## config.mk

```make
export PLATFORM = sky130hd
export DESIGN_NAME = clk_en_gen_frac
export DESIGN_NICKNAME = d
export VERILOG_FILES = /design/src/rtl/clk_en_gen_frac.sv
export SDC_FILE = /design/constraint.sdc
export NUM_CORES = 1
export LEC_CHECK = 0
export BUFFER_PORTS_ARGS = -buffer_cell sky130_fd_sc_hd__buf_2
export CORE_MARGIN = 10
export CORE_UTILIZATION = 60
export CTS_CLUSTER_SIZE = 12
export DETAILED_ROUTE_END_ITERATION = 12
export PLACE_DENSITY = 0.82
export SETUP_SLACK_MARGIN = 0.2
export SYNTH_ARGS = -nofsm -noshare
export SYNTH_HDL_FRONTEND = slang
export SYNTH_SLANG_ARGS = --single-unit
```

## constraint.sdc

```tcl
create_clock -name clk -period 5.9 [get_ports clk]
set_input_delay 0.885 -clock clk [delete_from_list [all_inputs] [get_ports clk]]
set_output_delay 0.885 -clock clk [all_outputs]
set_load 0.1 [all_outputs]
```

## src/rtl/clk_en_gen_frac.sv

```systemverilog
// Multi-channel fractional clock-enable generator: each channel pulses at an
// average rate of clk * num/den using a modulo-den phase accumulator.
module clk_en_gen_frac #(
    parameter int NUM_CH    = 3,
    parameter int ACC_WIDTH = 32
) (
    input  logic                        clk,
    input  logic                        reset_n,
    input  logic [NUM_CH-1:0]           ch_en,
    input  logic                        clear,
    input  logic [NUM_CH*ACC_WIDTH-1:0] num,
    input  logic [NUM_CH*ACC_WIDTH-1:0] den,
    output logic [NUM_CH-1:0]           clk_en_out,
    output logic [NUM_CH*16-1:0]        pulse_cnt
);

    genvar gi;
    generate
        for (gi = 0; gi < NUM_CH; gi++) begin : g_ch
            logic [ACC_WIDTH-1:0] num_i;
            logic [ACC_WIDTH-1:0] den_i;
            logic [ACC_WIDTH-1:0] acc_reg;
            logic [ACC_WIDTH-1:0] acc_next;
            logic                 pulse_reg;
            logic                 pulse_next;
            logic [15:0]          cnt_reg;
            logic [15:0]          cnt_next;
            // One extra bit so acc+num never wraps before the compare with den.
            logic [ACC_WIDTH:0]   sum;
            logic [ACC_WIDTH:0]   diff;

            assign num_i = num[gi*ACC_WIDTH +: ACC_WIDTH];
            assign den_i = den[gi*ACC_WIDTH +: ACC_WIDTH];
            assign sum   = {1'b0, acc_reg} + {1'b0, num_i};
            assign diff  = sum - {1'b0, den_i};

            always_comb begin
                acc_next   = acc_reg;
                pulse_next = 1'b0;
                if (clear) begin
                    acc_next = '0;
                end else if (!ch_en[gi]) begin
                    acc_next = acc_reg;
                end else if ((den_i == '0) || (num_i == '0)) begin
                    acc_next = acc_reg;
                end else if (num_i >= den_i) begin
                    acc_next   = '0;
                    pulse_next = 1'b1;
                end else if (acc_reg >= den_i) begin
                    // den was lowered below the current phase: resync at once.
                    acc_next   = '0;
                    pulse_next = 1'b1;
                end else if (sum >= {1'b0, den_i}) begin
                    acc_next   = diff[ACC_WIDTH-1:0];
                    pulse_next = 1'b1;
                end else begin
                    acc_next = sum[ACC_WIDTH-1:0];
                end
            end

            assign cnt_next = pulse_next ? cnt_reg + 16'd1 : cnt_reg;

            always_ff @(posedge clk or negedge reset_n) begin
                if (!reset_n) begin
                    acc_reg   <= '0;
                    pulse_reg <= 1'b0;
                    cnt_reg   <= '0;
                end else begin
                    acc_reg   <= acc_next;
                    pulse_reg <= pulse_next;
                    cnt_reg   <= cnt_next;
                end
            end

            assign clk_en_out[gi]          = pulse_reg;
            assign pulse_cnt[gi*16 +: 16]  = cnt_reg;
        end
    endgenerate

endmodule
```

# == Yosys cells after proc, flatten, opt, wreduce, memory -nomap -nowiden ==
# Cells that the tools add are included.
# word_totals
output_inout_bits,51
regBits,147
inputBits,198
elab_cells,81
# classes
addsub,9
n_eq_ne,3
n_mux,36
n_reduce_logical,15
n_lt_le_gt_ge,9
# ops
operator,n
two-way mux 32 bit,18
greater-or-equal comparator 32 bit,6
logical NOT 32 bit,6
adder 32 x 32 -> 33 bit,3
greater-or-equal comparator 33 x 32 -> 1 bit,3
subtractor 32 bit,3
adder 16 x 1 -> 16 bit (second input constant),3
two-way mux 1 bit,18
inequality test 2 bit (second input constant),3
AND reduction 2 bit,3
nonzero test 2 bit,3
logical OR 1 bit,3

# == Depth between registers and ports, before layout ==
# Gate-level depths: netlist (run 1).
# logic_depth
depth_word,8
depth_mapped,26
depth_no_buf,24

# == Worst setup path after synthesis (run 1) ==
# Ideal clock, no wire load.
# synth_path
path_type,input-to-reg
start,in num[64]
end,reg g_ch[2].cnt_reg[6]
setup_ns,0.159
required_ns,5.741
stages,26
setup_slack_ns,0.021
path_buffers,2
arrival_time_ns,5.720
path_cell_list,ha_1 inv_1 fa_1 nand2b_1 a21oi_1 a41oi_1 a21oi_1 a41o_1 a41oi_1 a21boi_0 a41oi_1 a311oi_1 ha_1 a21o_1 a21o_1 a21oi_1 a21boi_0 o211a_1 a211oi_1 o311a_1 buf_2 a21boi_1 buf_2 and3_1 nand3_1 xnor2_1
# synth_via
elab_chain_cells,8
elab_cells_between_ends,11
cone_classes,1 x add/sub; 2 x order compare; 6 x mux; 2 x reduce/logical
# synth_lines
element,line,rtl
"start, declared",11,"input logic [NUM_CH*ACC_WIDTH-1:0] num,"
adder 32 x 32 -> 33 bit,34,"assign sum = {1'b0, acc_reg} + {1'b0, num_i};"
greater-or-equal comparator 33 x 32 -> 1 bit,53,"end else if (sum >= {1'b0, den_i}) begin"
two-way mux 1 bit,53,
two-way mux 1 bit,49,end else if (acc_reg >= den_i) begin
two-way mux 1 bit,46,end else if (num_i >= den_i) begin
two-way mux 1 bit (*),44,end else if ((den_i == '0) || (num_i == '0)) begin
two-way mux 1 bit (*),42,end else if (!ch_en[gi]) begin
two-way mux 1 bit (*),40,if (clear) begin
via g_ch[2].pulse_next,25,logic pulse_next;
"end signal, assigned",71,cnt_reg <= cnt_next;
"end, declared",26,logic [15:0] cnt_reg;
# Mark *: on every way through the listed nets, which the timed path passes. The rest lies on a longest branch.
# A chain may end at the register's enable or synchronous reset.

# == Final worst setup path (run 1) ==
# layout_path
start,in num[64]
end,reg g_ch[2].acc_reg[0]
# layout_via
elab_chain_cells,8
elab_cells_between_ends,14
cone_classes,2 x add/sub; 2 x order compare; 1 x eq/ne; 6 x mux; 3 x reduce/logical
# layout_lines
element,line,rtl
adder 32 x 32 -> 33 bit,34,
subtractor 32 bit or greater-or-equal comparator 33 x 32 -> 1 bit (tied branches),"35, 53",
two-way mux 32 bit,53,
two-way mux 32 bit,49,
two-way mux 32 bit,46,
two-way mux 32 bit,44,
two-way mux 32 bit,42,
two-way mux 32 bit,40,
"end signal, assigned",69,acc_reg <= acc_next;
"end, declared",22,logic [ACC_WIDTH-1:0] acc_reg;
# Parallel ways exist; a longest one is shown, timed or not. The select of a mux whose other input is x is not followed.

==> impl_metrics.env, run 1 <==
export IMPL_core_area_mm2=0.0336
export IMPL_finalCriticalPeriod_ns=5.48
export IMPL_drcViolationCount=0
export IMPL_power_density_mw_per_mm2=603
export IMPL_switchingPower_mw=7.46
export IMPL_period_share_pct=92.9
export IMPL_placed_cell_area_mm2=0.0230
export IMPL_finalInstanceArea_mm2=0.0238
export IMPL_outcome="completed"
export IMPL_cts_buffers=17
export IMPL_maxSlewViolCount=0
export IMPL_die_y_um=205
export IMPL_hold_violations=0
export IMPL_ios=249
export IMPL_slew_limit_headroom_pct=32.3
export IMPL_clkSlewWorstSetupHoldPaths_ns=0.07
export IMPL_cts_sinks=147
export IMPL_seq_area_frac_synth_pct=17.9
export IMPL_whs_ns=0.475
export IMPL_drive_gt1_share_pct=15.0
export IMPL_clock_path_buffers=2
export IMPL_worstPathMaxFanout=20
export IMPL_wl_per_cell_um=20.2
export IMPL_pre_cts_ws_ns=-0.204
export IMPL_syn_area_per_cell_um2=8.02
export IMPL_cts_htree_levels=4
export IMPL_grt_ovfl_total=0
export IMPL_p_int_mw=6.87
export IMPL_p_sw_share_pct=52.0
export IMPL_final_nets=3480
export IMPL_grt_pass1_wl_um=106000
export IMPL_numPortBuffers=248
export IMPL_antenna_found_initial=0
export IMPL_max_vdd_ir_drop_uv=418
export IMPL_worstPathRequired_ns=6.25
export IMPL_die_x_um=205
export IMPL_root_buffer="clkbuf_16"
export IMPL_synth_main_ff_cell="dfrtp_1"
export IMPL_synth_edf_count=0
export IMPL_drtAntennaViolNets=0
export IMPL_async_flop_share_pct=100
export IMPL_dr_pass1_iters=5
export IMPL_clk_latency_ns=0.46
export IMPL_crit_top_cell="a21oi_2"
export IMPL_final_common_cell="ha_1"
export IMPL_die_area_mm2=0.0420
export IMPL_power_leakage_nw=12.6
export IMPL_rows=67
export IMPL_setup_viol=0
export IMPL_vias=21167
export IMPL_wirelength_um=67600
export IMPL_cp_arrival_ns=5.83
export IMPL_grt_max_degree=98
export IMPL_place_congestion=0.984
export IMPL_synth_top_cell_by_area="ha_1"
export IMPL_initial_core_util_pct=61.0
export IMPL_synth_area_leaders="ha_1 (24%), dfrtp_1 (18%), xnor2_1 (5.5%), a21oi_1 (5.5%), a21o_1 (5.5%)"
export IMPL_slowest_stage="fa_1"
export IMPL_antenna_cells=0
export IMPL_area_growth_syn_to_layout_pct=16.0
export IMPL_dp_hpwl_um=55000
export IMPL_synthesis_nets=3148
export IMPL_fin_ws_ns=0.421
export IMPL_most_common_layout_cells="ha_1 (387), buf_2 (247), nand2_1 (221), a21oi_1 (220), o21ai_0 (196)"
export IMPL_cp_start_kind="input pin"
export IMPL_netlist_instances=2557
export IMPL_worst_pin_slew_ns=1.01
export IMPL_timing_fmax_mhz=183
export IMPL_seqPwrFrac_pct=12.1
export IMPL_end_kind="flop"
export IMPL_critPathMaxStageDelay_ns=0.37
export IMPL_yosys_area_top_type_share_pct=23.6
export IMPL_pwr_share_clk_pct=7.9
export IMPL_power_frac_comb_pct=80.0
export IMPL_hold_path_class="flop to flop"
export IMPL_first_iter_violations=1335
export IMPL_yosysWarnings=0
export IMPL_worstSetupPathType="input pin to flop"
export IMPL_yosysUniqueCellTypes=73
export IMPL_cts_tree="built"
export IMPL_fill_cells=2779
export IMPL_grt_pass1_vias=20903
export IMPL_fin_worst_skew_ns=0.0138
export IMPL_routed_via_density=6.32
export IMPL_grtUsageTotal_pct=30.9
export IMPL_largest_register_ff_count=96
export IMPL_synthesis_area_mm2=0.0205
export IMPL_cap_viol_max_count=0
export IMPL_ys_ff_latch=147
export IMPL_rsz0062_at_grt="yes"
[synth_stat cells, types with 11 or more instances]
| master | instances |
|---|---|
| a221o_1 | 11 |
| nand2b_1 | 39 |
| and4_1 | 12 |
| o21ai_0 | 203 |
| o21bai_1 | 22 |
| nand4_1 | 76 |
| xor2_1 | 81 |
| nand2_1 | 221 |
| nor3_1 | 30 |
| a21o_1 | 149 |
| and2_1 | 20 |
| a21oi_1 | 224 |
| nor4_1 | 57 |
| o221ai_1 | 11 |
| dfrtp_1 | 147 |
| nor2b_1 | 33 |
| inv_1 | 163 |
| clkbuf_1 | 41 |
| o21a_1 | 28 |
| a31oi_1 | 22 |
| xnor2_1 | 129 |
| o211ai_1 | 22 |
| and3_1 | 24 |
| mux2i_1 | 29 |
| ha_1 | 387 |
| nor2_1 | 158 |
| a211oi_1 | 22 |
| nand3_1 | 50 |
[power groups by stage]
stage	sequential (mW)	clock (mW)	combinational, mW
after floorplan	2.01	0	7.74
after global placement	1.72	0	10.6
after detailed placement	1.73	0	10.9
after CTS	1.72	1.14	11.0
after global routing	1.76	1.17	12.6
final	1.73	1.14	11.5
[layout make-up]
cell class,count,area (um^2),share of cell area [%]
Sequential cell,147,3680,15.5
Timing Repair Buffer,364,2210,9.28
Inverter,164,616,2.59
Clock buffer,19,453,1.91
Multi-Input combinational cell,2195,16100,67.9
Clock inverter,10,126,0.532
Tap cell,448,561,2.36
[stage by stage]
step	util, %	std cells	TNS (ns)	power (mW)
after floorplan	-	2557	0	9.76
after global placement	68.4	3311	-3.39	12.4
after detailed placement	68.4	3311	-9.05	12.7
after CTS	70.1	3340	0	13.9
after global routing	70.7	3347	0	15.5
final	70.7	3347	0	14.3
[logic make-up (layout without fill, tap and decap cells)]
| logic type | count (synthesis) | after routing | synth area share, % |
|---|---|---|---|
| AND/OR/NAND/NOR | 746 | 746 | 17.9 |
| buffers and inverters | 215 | 557 | 4.08 |
| flip-flops | 147 | 147 | 17.9 |
| XOR/XNOR | 210 | 210 | 8.97 |
| multiplexers | 32 | 32 | 1.58 |
| adder cells (fa/ha/maj) | 393 | 393 | 24.2 |
| AO/OA/AOI/OAI | 814 | 814 | 25.3 |
[layer usage]
metal / track usage (%) / up-vias / share of wire [%]
li1: - / 10142 / -
met1: 38.5 / 10016 / 42
met2: 51.2 / 850 / 47
met3: 5.86 / 159 / 7.3
met4: 12.8 / 0 / 3.7
met5: 0 / - / 0
[final timing paths]
path / startpoint / to / slack [ns] / cells past startpoint
worst max-delay path: num[64] / g_ch[2].acc_reg[0]$_DFFE_PN0P_ / 0.42 / 26
worst min-delay path: g_ch[0].cnt_reg[15]$_DFFE_PN0P_ / g_ch[0].cnt_reg[15]$_DFFE_PN0P_ / 0.48 / 1
worst max register to register: g_ch[2].acc_reg[0]$_DFFE_PN0P_ / g_ch[2].acc_reg[0]$_DFFE_PN0P_ / 0.48 / 25
worst min register to register: g_ch[0].cnt_reg[15]$_DFFE_PN0P_ / g_ch[0].cnt_reg[15]$_DFFE_PN0P_ / 0.48 / 1
max in group asynchronous: reset_n / g_ch[1].acc_reg[7]$_DFFE_PN0P_ / 4.01 / 2
min in group asynchronous: reset_n / g_ch[0].acc_reg[11]$_DFFE_PN0P_ / 0.50 / 1
[what timing repair did]
item                                    4_1_cts  5_1_grt
endpoints found under the setup margin        0      129
hold buffers                                  0        0
hold endpoints to repair                      0        0
buffers inserted                              0        6
gates resized for setup                       0       31
[worst max-delay path: cells and delay by family]
kind                       cells  cell delay, ns
buffers and inverters          5            0.63
AOI/OAI and AO/OA             17            3.31
and+or+nand+nor                1            0.17
adders and majority gates      3            0.79
Note: power is estimated with default switching activity, not from simulation.
==> run 2: changes to the inputs <==
--- a/config.mk
+++ b/config.mk
@@ -6,7 +6,6 @@
 export NUM_CORES = 1
 export LEC_CHECK = 0
 export BUFFER_PORTS_ARGS = -buffer_cell sky130_fd_sc_hd__buf_2
-export CORE_MARGIN = 10
 export CORE_UTILIZATION = 60
 export CTS_CLUSTER_SIZE = 12
 export DETAILED_ROUTE_END_ITERATION = 12
==> impl_metrics.env, run 2 (synthesis results as in run 1) <==
export IMPL_outcome="completed"
export IMPL_power_density_mw_per_mm2=601
export IMPL_area_growth_syn_to_layout_pct=15.6
export IMPL_most_common_layout_cells="ha_1 (387), buf_2 (247), nand2_1 (221), a21oi_1 (219), o21ai_0 (198)"
export IMPL_drive_gt1_share_pct=14.8
export IMPL_ios=249
export IMPL_end_kind="flop"
export IMPL_finalCriticalPeriod_ns=5.49
export IMPL_die_area_mm2=0.0349
export IMPL_max_vdd_ir_drop_uv=417
export IMPL_cap_viol_max_count=0
export IMPL_final_nets=3476
export IMPL_hold_violations=0
export IMPL_grt_pass1_wl_um=102000
export IMPL_setup_viol=0
export IMPL_routed_via_density=6.35
export IMPL_grt_ovfl_total=0
export IMPL_first_iter_violations=1542
export IMPL_whs_ns=0.484
export IMPL_grt_max_degree=92
export IMPL_die_x_um=187
export IMPL_pre_cts_ws_ns=-0.297
export IMPL_cts_buffers=17
export IMPL_dp_hpwl_um=51300
export IMPL_grt_pass1_vias=20361
export IMPL_maxSlewViolCount=0
export IMPL_final_util_pct=70.5
export IMPL_core_area_mm2=0.0336
export IMPL_die_y_um=187
export IMPL_drtAntennaViolNets=0
export IMPL_worstSetupPathType="input pin to flop"
export IMPL_dr_pass1_iters=6
export IMPL_clkSlewWorstSetupHoldPaths_ns=0.06
export IMPL_numPortBuffers=248
export IMPL_clock_path_buffers=2
export IMPL_cp_start_kind="input pin"
export IMPL_finalPower_mw=14.3
export IMPL_final_common_cell="ha_1"
export IMPL_wirelength_um=63900
export IMPL_fin_ws_ns=0.412
export IMPL_worstPathRequired_ns=6.27
export IMPL_timing_fmax_mhz=182
export IMPL_worstPathMaxFanout=15
export IMPL_stdcell_count=3344
export IMPL_dp_cells=3308
export IMPL_clk_latency_ns=0.46
export IMPL_cp_arrival_ns=5.85
export IMPL_slew_limit_headroom_pct=31.1
export IMPL_worst_pin_slew_ns=1.03
export IMPL_grtUsageTotal_pct=35.7
export IMPL_cts_tree="built"
export IMPL_cts_sinks=147
export IMPL_period_share_pct=93.0
export IMPL_fin_worst_skew_ns=0.0172
export IMPL_hold_path_class="flop to flop"
export IMPL_drcViolationCount=0
export IMPL_cts_htree_levels=4
export IMPL_place_congestion=1.05
export IMPL_initial_core_util_pct=61.0
export IMPL_power_leakage_nw=12.5
export IMPL_rows=67
export IMPL_largest_register_ff_count=96
export IMPL_vias=21226
export IMPL_antenna_found_initial=1
export IMPL_wl_per_cell_um=19.1
export IMPL_root_buffer="clkbuf_16"
export IMPL_antenna_cells=0
export IMPL_rsz0062_at_grt="yes"
[run 2: cell count changes in the layout (fill, tap and decap cells not counted), moves of 2 or more]
cell and delta:
buf_12 -2, bufinv_16 +2, clkbuf_8 -2, clkinv_2 +2
clkinv_4 +3, clkinvlp_4 -3, inv_6 -2, o21ai_0 +2
o21ai_1 -2
[run 2: area by class of cell]
cell class,instances,area [um^2]
clock inverters,12,183
multi-input cells,2196,16100
repair buffers,359,2120
well taps,448,561
clock buffers,18,429
flip-flops and latches,147,3680
inverters,164,616
fillers,2746,9910
[run 2: path summary, 6_finish.rpt]
kind                       slack, ns  cells after the start                            start                         endpoint
max in group asynchronous       4.08                      2                          reset_n   g_ch[1].acc_reg[5]$_DFFE_PN0P_
min                             0.48                      1  g_ch[0].cnt_reg[15]$_DFFE_PN0P_  g_ch[0].cnt_reg[15]$_DFFE_PN0P_
min reg2reg                     0.48                      1  g_ch[0].cnt_reg[15]$_DFFE_PN0P_  g_ch[0].cnt_reg[15]$_DFFE_PN0P_
max                             0.41                     26                           num[0]  g_ch[0].cnt_reg[12]$_DFFE_PN0P_
max reg2reg                     0.52                     26   g_ch[2].acc_reg[0]$_DFFE_PN0P_  g_ch[2].acc_reg[11]$_DFFE_PN0P_
min in group asynchronous       0.49                      1                          reset_n   g_ch[0].acc_reg[9]$_DFFE_PN0P_
[run 2: through the flow]
step	TNS, ns	area (um^2)
4_1_cts	0	23600
6_report	0	23700
3_5_place_dp	-8.54	22900
3_3_place_gp	-2.28	22900
2_1_floorplan	0	20500
5_1_grt	0	23700
[run 2: per-layer routing]
metal	part of all wire (%)	wire, um	up-vias	GRT usage (%)
li1	-	-	10146	-
met1	43	27300	10080	46.1
met2	47	30200	852	60.2
met3	6.9	4420	146	5.10
met4	3.0	1940	2	13.7
met5	0.020	13	-	0
[run 2: report_power, final]
group / internal (mW) / leakage [nW] / total, mW / switching [mW]
combinational: 4.81 / 10.3 / 11.3 / 6.53
clock: 0.706 / 0.300 / 1.20 / 0.496
sequential: 1.34 / 1.97 / 1.72 / 0.380
[run 2: critical path, stage by stage]
cell	delay (ns)
buf_2	0.12
ha_1	0.17
inv_1	0.06
fa_1	0.39
nor2b_1	0.16
o31ai_1	0.10
a21o_1	0.21
o2111a_1	0.23
a311o_1	0.41
o21ai_2	0.18
a21oi_1	0.10
xnor2_1	0.21
ha_1	0.28
a21o_1	0.18
a21oi_1	0.15
nor2_1	0.07
or2_2	0.29
a221oi_1	0.28
buf_4	0.18
nand2_1	0.07
o21ai_2	0.21
o311ai_4	0.13
o211a_1	0.32
buf_12	0.18
nand4_1	0.12
xnor2_1	0.14
[run 2: repair_timing]
action | in CTS | in global routing
buffers inserted | 0 | 5
pin swaps | 0 | 7
endpoints found under the setup margin | 2 | 112
hold buffers | 0 | 0
cloned | 0 | 1
gates resized for setup | 1 | 25
